`config.mk`:
```
export PLATFORM = sky130hd
export DESIGN_NAME = univ_shift_reg_sync
export DESIGN_NICKNAME = d
export VERILOG_FILES = /design/src/rtl/usr_pkg.sv /design/src/rtl/sat_counter.sv /design/src/rtl/univ_shift_reg_sync.sv
export SDC_FILE = /design/constraint.sdc
export NUM_CORES = 1
export LEC_CHECK = 0
export CAP_MARGIN = 20
export CORE_AREA = 2 2 62 64
export DETAILED_ROUTE_END_ITERATION = 12
export DIE_AREA = 0 0 64 66
export DONT_BUFFER_PORTS = 1
export GPL_TIMING_DRIVEN = 0
export PLACE_DENSITY = 0.43
export SYNTH_ARGS = -nofsm -noshare
export SYNTH_HDL_FRONTEND = slang
export SYNTH_HIERARCHICAL = 1
export SYNTH_SLANG_ARGS = --single-unit
```
`constraint.sdc`:
```
create_clock -name clk -period 1.75 [get_ports clk]
set_input_delay 0 -clock clk [delete_from_list [all_inputs] [get_ports clk]]
set_output_delay 0 -clock clk [all_outputs]
set_load 0.05 [all_outputs]
```
`src/rtl/usr_pkg.sv`:
```
// Shared definitions for the universal shift register: mode encodings and
// the counter width helper.
package usr_pkg;

  localparam logic [2:0] MODE_HOLD = 3'b000;
  localparam logic [2:0] MODE_SHL  = 3'b001;
  localparam logic [2:0] MODE_SHR  = 3'b010;
  localparam logic [2:0] MODE_LOAD = 3'b011;
  localparam logic [2:0] MODE_ROTL = 3'b100;
  localparam logic [2:0] MODE_ROTR = 3'b101;
  localparam logic [2:0] MODE_ASHR = 3'b110;
  localparam logic [2:0] MODE_CLR  = 3'b111;

  function automatic int cnt_width(input int width);
    return $clog2(width + 1);
  endfunction

endpackage

```
`src/rtl/sat_counter.sv`:
```
// Saturating up-counter with synchronous reset, clear and increment.
// Clear has priority over increment; the count sticks at MAX.
module sat_counter #(
  parameter int MAX = 8,
  parameter int CW  = 4
) (
  input  logic          clk,
  input  logic          rst,
  input  logic          clr,
  input  logic          inc,
  output logic [CW-1:0] cnt
);

  localparam logic [CW-1:0] MAX_C = CW'(MAX);

  logic [CW-1:0] r_cnt;

  always_ff @(posedge clk) begin
    if (rst) begin
      r_cnt <= '0;
    end else if (clr) begin
      r_cnt <= '0;
    end else if (inc && (r_cnt != MAX_C)) begin
      r_cnt <= r_cnt + CW'(1);
    end
  end

  assign cnt = r_cnt;

endmodule

```
`src/rtl/univ_shift_reg_sync.sv`:
```
// WIDTH-bit universal shift register (hold/shift/rotate/arith-shift/load/clear)
// with a saturating count of shifts since the last load, clear or reset.
module univ_shift_reg_sync
  import usr_pkg::*;
#(
  parameter int               WIDTH   = 8,
  parameter logic [WIDTH-1:0] RST_VAL = {WIDTH{1'b0}}
) (
  input  logic                        clk,
  input  logic                        rst,
  input  logic                        en,
  input  logic [2:0]                  mode,
  input  logic                        sin_l,
  input  logic                        sin_r,
  input  logic [WIDTH-1:0]            d,
  output logic [WIDTH-1:0]            q,
  output logic                        sout_l,
  output logic                        sout_r,
  output logic [cnt_width(WIDTH)-1:0] cnt,
  output logic                        empty
);

  localparam int CW = cnt_width(WIDTH);

  logic [WIDTH-1:0] r_q;
  logic             w_is_shift;
  logic             w_is_reload;
  logic             w_cnt_inc;
  logic             w_cnt_clr;
  logic [CW-1:0]    w_cnt;

  always_ff @(posedge clk) begin
    if (rst) begin
      r_q <= RST_VAL;
    end else if (en) begin
      case (mode)
        MODE_SHL:  r_q <= {r_q[WIDTH-2:0], sin_r};
        MODE_SHR:  r_q <= {sin_l, r_q[WIDTH-1:1]};
        MODE_LOAD: r_q <= d;
        MODE_ROTL: r_q <= {r_q[WIDTH-2:0], r_q[WIDTH-1]};
        MODE_ROTR: r_q <= {r_q[0], r_q[WIDTH-1:1]};
        MODE_ASHR: r_q <= {r_q[WIDTH-1], r_q[WIDTH-1:1]};
        MODE_CLR:  r_q <= RST_VAL;
        default:   r_q <= r_q;
      endcase
    end
  end

  // Decode is gated by en so an undriven mode while disabled cannot move cnt.
  always_comb begin
    w_is_shift  = 1'b0;
    w_is_reload = 1'b0;
    case (mode)
      MODE_SHL, MODE_SHR, MODE_ROTL, MODE_ROTR, MODE_ASHR: w_is_shift  = 1'b1;
      MODE_LOAD, MODE_CLR:                                 w_is_reload = 1'b1;
      default: begin
        w_is_shift  = 1'b0;
        w_is_reload = 1'b0;
      end
    endcase
  end

  assign w_cnt_inc = en & w_is_shift;
  assign w_cnt_clr = en & w_is_reload;

  sat_counter #(
    .MAX(WIDTH),
    .CW (CW)
  ) u_cnt (
    .clk(clk),
    .rst(rst),
    .clr(w_cnt_clr),
    .inc(w_cnt_inc),
    .cnt(w_cnt)
  );

  assign q      = r_q;
  assign sout_l = r_q[WIDTH-1];
  assign sout_r = r_q[0];
  assign cnt    = w_cnt;
  assign empty  = (w_cnt == CW'(WIDTH));

endmodule

```
# After elaboration in Yosys (flattened, before gate mapping)
# Index checks and enable logic that the tools add are counted.
[classes]
addsub = 1
n_eq_ne = 9
mux = 3
n_bitwise = 3
reduce_logical = 8
[op_table]
columns = ["operator", "count"]
rows = [
  ["$pmux 8 s7", 1],
  ["$eq 3x3->1 const B", 4],
  ["$reduce_bool 7->1", 1],
  ["$eq 3x2->1 const B", 2],
  ["$reduce_bool 6->1", 1],
  ["$reduce_or 5->1", 1],
  ["$add 4x1->4 const B", 1],
  ["$eq 4x4->1 const B", 1],
  ["$ne 4x4->1 const B", 1],
  ["$reduce_or 2->1", 2],
  ["$eq 3x1->1 const B", 1],
  ["$reduce_and 3->1", 1],
  ["$and 1x1->1", 2],
  ["$mux 1", 2],
  ["$reduce_and 2->1", 1],
  ["$logic_and 1x1->1", 1],
  ["$not 1->1", 1],
]
[word_totals]
reg_bits = 12
in_bits = 16
output_inout_bits = 15
wordCells = 27

# Depth between registers and ports, before layout
# Gate-level depths: netlist of run 1.
[depth]
depth_word = 5
mapped_depth = 7
depth_no_buf = 5

# By module
# The synthesis of run 1 kept the hierarchy.
[by_module_without_submodules]
columns = ["module", "instances", "cells_each", "area_each_um2"]
rows = [
  ["univ_shift_reg_sync", 1, 79, 639.4],
  ["sat_counter", 1, 24, 203.9],
]

# Worst setup path after synthesis of run 1
# Ideal clock, no wire load.
[synth_timing]
kind = "register to output"
from = "register u_cnt.r_cnt[3], in the netlist u_cnt/cnt[3]"
to = "output port empty"
t_arrival_ps = 2330
t_required_ps = 1750
slack_ps = -580
path_stages_with_launch = 2
n_path_buf = 0
cell_sequence = "dfxtp_1 nor4b_1"
[synth_via]
elab_chain_len = 1
[synth_lines]
columns = ["element", "line", "source"]
rows = [
  ["start, declared", "sat_counter.sv:16", "logic [CW-1:0] r_cnt;"],
  ["start signal, assigned", "sat_counter.sv:24", "r_cnt <= r_cnt + CW'(1);"],
  ["$eq 4x4->1", "univ_shift_reg_sync.sv:81", "assign empty = (w_cnt == CW'(WIDTH));"],
  ["end, declared", "univ_shift_reg_sync.sv:20", "output logic empty"],
]
# No other way between the ends.

# Final worst setup path of run 1
[layout_timing]
from = "register u_cnt.r_cnt[2], in the netlist u_cnt/cnt[2]"
to = "output port empty"
# Same word-level chain as after synthesis.

==> flow_summary_export.csv, run 1 <==
group,metric,value,unit
outcome,outcome,"complete, no violations",
logic_synthesis,synth-seq-cells,12,
logic_synthesis,async_flop_share,0,%
timing,rsz0062_at_grt,"no",
worst_setup_path,cpPeakStageDelay,0.73,ns
worst_setup_path,crit_path_start_kind,"flip-flop",
clock_network,htreeDepth,1,
grt,overflow,0,
pwr,irDropWorstVdd,0.392,mV
timing,clock_skew,0.00745,ns
floorplan,initial_core_util,23.7,%
cells_and_area,num_antenna_cells,0,
floorplan,core_area,3550,µm²
placement,post-dp-hpwl,1640,µm
pwr,total_power,0.757,mW
cells_and_area,drive_gt1_share,21.1,%
timing,slew_violations,0,
cells_and_area,num-nets-final,128,
detailed_routing,routedWlPerCell,14.3,µm
logic_synthesis,synth_top_family_by_area,"compound AO/OA/AOI/OAI gates",
clock_network,postCtsSetupBuffers,0,
min_path,hold_path.class,"input pin to flip-flop",
timing,fin_crit_sh,87.8,%
grt,grt_pass1_wl,3840,µm
floorplan,dieArea,4220,µm²
timing,setup_violations,0,
worst_setup_path,cp-end-kind,"output port",
logic_synthesis,synth_adder_area_share,2.97,%
floorplan,ioPinCount,31,
timing,setup_tns,0,ns
worst_setup_path,cp_slowest_cell,"nor4b_4",
grt,antenna_found_initial,0,
clock_network,cts-root-buf,"clkbuf_4",
clock_network,cts.sinks,12,
timing,postLayoutSetupSlackWorst,0.213,ns
logic_synthesis,synth_nets,121,
min_path,hold_path_startpoint,"d[4]",
worst_setup_path,cp.required,1.75,ns
logic_synthesis,synth-compound-area-share,27.2,%
placement,place_area,910,µm²
detailed_routing,routed_wl,2250,µm
cells_and_area,area.growth.synth_to_final,16.0,%
grt,grt.total_usage,11.7,%
clock_network,cts_made_buffers,3,
placement,place_ws,0.00730,ns
detailed_routing,vias_per_cell,4.88,
logic_synthesis,synth_ff_type,"dfxtp_1",
grt,grt_max_degree,11,
worst_setup_path,criticalPathCategory,"flip-flop to output port",
logic_synthesis,syn-cell-area,843,µm²
cells_and_area,seq_area,244,µm²
logic_synthesis,yosysWarnings,6,
detailed_routing,drt_iter0_markers,54,
detailed_routing,postRouteAntennaNets,0,
detailed_routing,drcViolationCount,0,
placement,gp_congestion,0.745,
timing,relSlewSlack,50.4,%
worst_setup_path,crit_fanout,6,
logic_synthesis,synth-edff-count,0,
logic_synthesis,seq_area_frac_synth,28.5,%
floorplan,die_y,66,µm
logic_synthesis,syn_inst,103,
pwr,p_per_area,774,nW/µm²
logic_synthesis,synth.avg_cell_area,8.19,µm²
cells_and_area,n_fill_cell,385,
worst_setup_path,crit_start,"u_cnt/cnt[2]",
cells_and_area,final_area,978,µm²
timing,fmax,651,MHz
placement,port_buffers,0,
floorplan,fp.dieW,64,µm
worst_setup_path,critical_path_arrival,1.54,ns
pwr,p_leak,0.356,nW
detailed_routing,vias,766,
worst_setup_path,worstReg2RegStart,"u_cnt/cnt[0]",
timing,min_period,1.54,ns
logic_synthesis,synth.distinct_cells,38,
worst_setup_path,path_delay_family,"simple AND/OR/NAND/NOR gates",
timing,hold_viol,0,
worst_setup_path,critPathBufInv,0,
logic_synthesis,synthXorXnorAreaFrac,3.12,%
floorplan,row_count,22,
clock_network,cts_buffer_depth,2,
clock_network,cts_tree,"done",
flow_run,maxCapViolations,0,
timing,tightest_slew,0.741,ns
logic_synthesis,synthMuxAreaShare,2.37,%
worst_setup_path,path_cells,"nor4b_4",
clock_network,cts.clk_slew.worst_paths,0.09,ns
grt,grt_pass1_vias,752,
logic_synthesis,synth-simple-area-share,25.4,%
cells_and_area,multiInputGateArea,529,µm²
detailed_routing,first_pass_iters,4,
clock_network,clk_latency,0.28,ns
-- power breakdown --
| group | internal, mW | total, mW | switching, mW |
|---|---|---|---|
| combinational | 0.0644 | 0.151 | 0.0871 |
| clock | 0.126 | 0.227 | 0.100 |
| sequential | 0.291 | 0.379 | 0.0879 |
-- cell families (layout without fill, tap and decap cells) --
| logic type | after synthesis | in the layout |
|---|---|---|
| and+or+nand+nor | 39 | 39 |
| AOI/OAI and AO/OA | 32 | 32 |
| buffers and inverters | 13 | 19 |
| DFF | 12 | 12 |
| xor gates and xnor gates | 3 | 3 |
| adders and majority gates | 2 | 2 |
| muxes | 2 | 2 |
-- flip-flops by register name, indices dropped and copies added, names as in the netlist --
register,cells
u_cnt/cnt,4
q,8
-- synthesized netlist by cell type, drive strengths merged, types with 2 or more instances --
library cell | n | share of area (%)
ha | 2 | 3.0
nor3 | 2 | 1.2
a21oi | 8 | 4.7
a211oi | 6 | 5.3
nand2 | 11 | 6.1
buf | 6 | 6.7
o21ai | 6 | 4.5
inv | 5 | 2.2
nor2 | 10 | 5.6
a21boi | 2 | 1.8
nand3 | 2 | 1.2
xor2 | 3 | 3.1
mux2i | 2 | 2.4
or2 | 6 | 4.5
dfxtp | 12 | 28
a221oi | 7 | 7.3
-- layout by cell type, fill, tap and decap left out, types with 3 or more instances in the layout --
cell,synthesis,routed
xor2_1,3,3
nor2_1,8,8
o21ai_1,3,3
a21oi_1,8,8
a221oi_1,7,7
a211oi_1,6,6
clkbuf_4,0,3
dfxtp_2,0,3
inv_1,4,4
or2_1,6,6
nand2_1,9,9
dfxtp_1,12,9
buf_6,3,3
buf_4,3,3
-- layer usage --
| layer | global-route usage [%] | part of all wire [%] |
|---|---|---|
| met4 | 1.63 | 0.49 |
| met3 | 5.11 | 7.8 |
| met5 | 0 | 0 |
| met1 | 12.8 | 41 |
| met2 | 21.2 | 50 |
-- cell type report --
| class | count | share of cell area [%] |
|---|---|---|
| inverters | 5 | 1.92 |
| clock buffers | 4 | 3.71 |
| repair buffers | 2 | 2.05 |
| multi-input cells | 78 | 54.1 |
| plain buffers | 8 | 7.16 |
| flip-flops and latches | 12 | 24.9 |
| well taps | 48 | 6.14 |
-- final timing paths --
check,end,cells after the start,slack (ns)
worst max-delay path,empty,1,0.21
worst min-delay path,q[4],2,0.005
worst max register to register,u_cnt/cnt[2],5,0.22
worst min register to register,u_cnt/cnt[1],2,0.65
-- metrics by stage --
| stage | hold slack, ns | utilization [%] | instances |
|---|---|---|---|
| detailed placement | 0.0829 | 25.6 | 151 |
| floorplan | 0.0768 | - | 103 |
| finish | 0.00484 | 27.6 | 157 |
| global route | 0.00405 | 27.6 | 157 |
| global placement | 0.0786 | 25.6 | 151 |
| CTS | 0.00804 | 27.5 | 157 |
-- what timing repair did --
| item | CTS | global route |
|---|---|---|
| hold endpoints to repair | 5 | 0 |
| gates resized for setup | 2 | 2 |
| endpoints found under the setup margin | 2 | 2 |
| hold buffers | 2 | 0 |
Power figures use the tool's default switching activity.
==> run 2, diff against run 1 <==
- RECOVER_POWER: unset -> 25
- SLEW_MARGIN: unset -> 25
- clock period: 1.75 -> 1.6 ns (I/O delays scaled with it)
==> flow_summary_export.csv, run 2 (synthesis gave the netlist of run 1 again) <==
group,metric,value,unit
clock_network,postCtsSetupBuffers,0,
cells_and_area,area.growth.synth_to_final,16.0,%
worst_setup_path,critical_path_arrival,1.52,ns
grt,overflow,0,
clock_network,cts_tree,"done",
pwr,p_leak,0.356,nW
pwr,p_per_area,852,nW/µm²
detailed_routing,postRouteAntennaNets,0,
clock_network,htreeDepth,1,
worst_setup_path,crit_path_start_kind,"flip-flop",
outcome,outcome,"complete, no violations",
worst_setup_path,criticalPathCategory,"flip-flop to output port",
clock_network,cts_made_buffers,3,
timing,rsz0062_at_grt,"no",
floorplan,initial_core_util,23.7,%
timing,relSlewSlack,51.9,%
timing,tightest_slew,0.719,ns
placement,port_buffers,0,
clock_network,cts.clk_slew.worst_paths,0.09,ns
cells_and_area,seq_area,244,µm²
floorplan,ioPinCount,31,
detailed_routing,drcViolationCount,0,
worst_setup_path,path_delay_family,"simple AND/OR/NAND/NOR gates",
worst_setup_path,cp.required,1.60,ns
grt,antenna_found_initial,0,
floorplan,fp.dieW,64,µm
worst_setup_path,cpPeakStageDelay,0.71,ns
cells_and_area,multiInputGateArea,529,µm²
timing,fin_crit_sh,95.2,%
worst_setup_path,cp_slowest_cell,"nor4b_4",
clock_network,cts_buffer_depth,2,
detailed_routing,vias_per_cell,4.89,
placement,place_area,918,µm²
worst_setup_path,crit_fanout,6,
cells_and_area,drive_gt1_share,21.1,%
grt,grt_pass1_vias,799,
cells_and_area,fin_util,27.6,%
timing,hold_viol,0,
clock_network,cts-root-buf,"clkbuf_4",
placement,gp_congestion,0.763,
cells_and_area,num_antenna_cells,0,
timing,min_period,1.52,ns
worst_setup_path,path_cells,"nor4b_4",
timing,setup_violations,0,
min_path,hold_path.class,"input pin to flip-flop",
placement,place_inst,151,
timing,setup_tns,0,ns
detailed_routing,routedWlPerCell,14.3,µm
worst_setup_path,cp-end-kind,"output port",
cells_and_area,instances_no_fill,157,
detailed_routing,first_pass_iters,4,
cells_and_area,largest_reg_flops,8,
detailed_routing,routed_wl,2240,µm
cells_and_area,num-nets-final,128,
floorplan,die_y,66,µm
timing,clock_skew,0.0147,ns
placement,post-dp-hpwl,1660,µm
cells_and_area,final_area,978,µm²
floorplan,dieArea,4220,µm²
worst_setup_path,critPathBufInv,0,
pwr,irDropWorstVdd,0.240,mV
clock_network,cts.sinks,12,
grt,grt.total_usage,11.9,%
grt,grt_max_degree,11,
cells_and_area,mostFrequentLayoutCells,"9 x nand2_1, 9 x dfxtp_1, 8 x a21oi_1, 8 x nor2_1, 7 x a221oi_1",
cells_and_area,n_fill_cell,394,
timing,fmax,656,MHz
flow_run,maxCapViolations,0,
floorplan,core_area,3550,µm²
floorplan,row_count,22,
detailed_routing,vias,768,
grt,grt_pass1_wl,3880,µm
timing,slew_violations,0,
detailed_routing,drt_iter0_markers,67,
clock_network,clk_latency,0.29,ns
run 2: cell counts in the layout (fill, tap and decap cells not counted):
No cell type changed its count.
run 2: worst paths after layout:
kind         slack (ns)         start  cells after the start      endpoint
max                0.08  u_cnt/cnt[2]                      1         empty
min reg2reg        0.64  u_cnt/cnt[1]                      2  u_cnt/cnt[1]
min               0.008          d[3]                      2          q[3]
max reg2reg        0.10  u_cnt/cnt[0]                      5  u_cnt/cnt[2]
run 2: layout make-up:
cell class	instances	share of cell area [%]
plain buffers	8	7.16
clock buffers	4	3.71
inverters	5	1.92
multi-input cells	78	54.1
flip-flops and latches	12	24.9
well taps	48	6.14
repair buffers	2	2.05
run 2: timing repair:
item                                    4_1_cts  5_1_grt
hold buffers                                  2        0
resized for setup                             3        0
endpoints found under the hold margin         5        0
endpoints found under the setup margin        4        0
run 2: routing by layer:
metal / vias to the layer above / wire, µm / track usage (%)
li1: 378 / - / -
met1: 365 / 892 / 13.1
met2: 23 / 1130 / 21.1
met3: 2 / 197 / 5.45
met4: 0 / 13 / 2.45
met5: - / 0 / 0
run 2: stage by stage:
step | hold WS (ns) | total power, mW | setup slack [ns]
after floorplan | 0.0768 | 0.549 | -0.0393
after global placement | 0.0787 | 0.579 | -0.125
after detailed placement | 0.0830 | 0.583 | -0.168
after CTS | 0.00881 | 0.846 | 0.0558
after global routing | 0.0102 | 0.882 | 0.0136
final | 0.00766 | 0.834 | 0.0767
run 2: power breakdown:
part           switching [mW]  internal, mW  total [mW]  leakage (nW)
Combinational          0.0946        0.0704       0.165         0.235
Sequential             0.0959         0.318       0.414         0.100
Clock                   0.116         0.138       0.255        0.0210
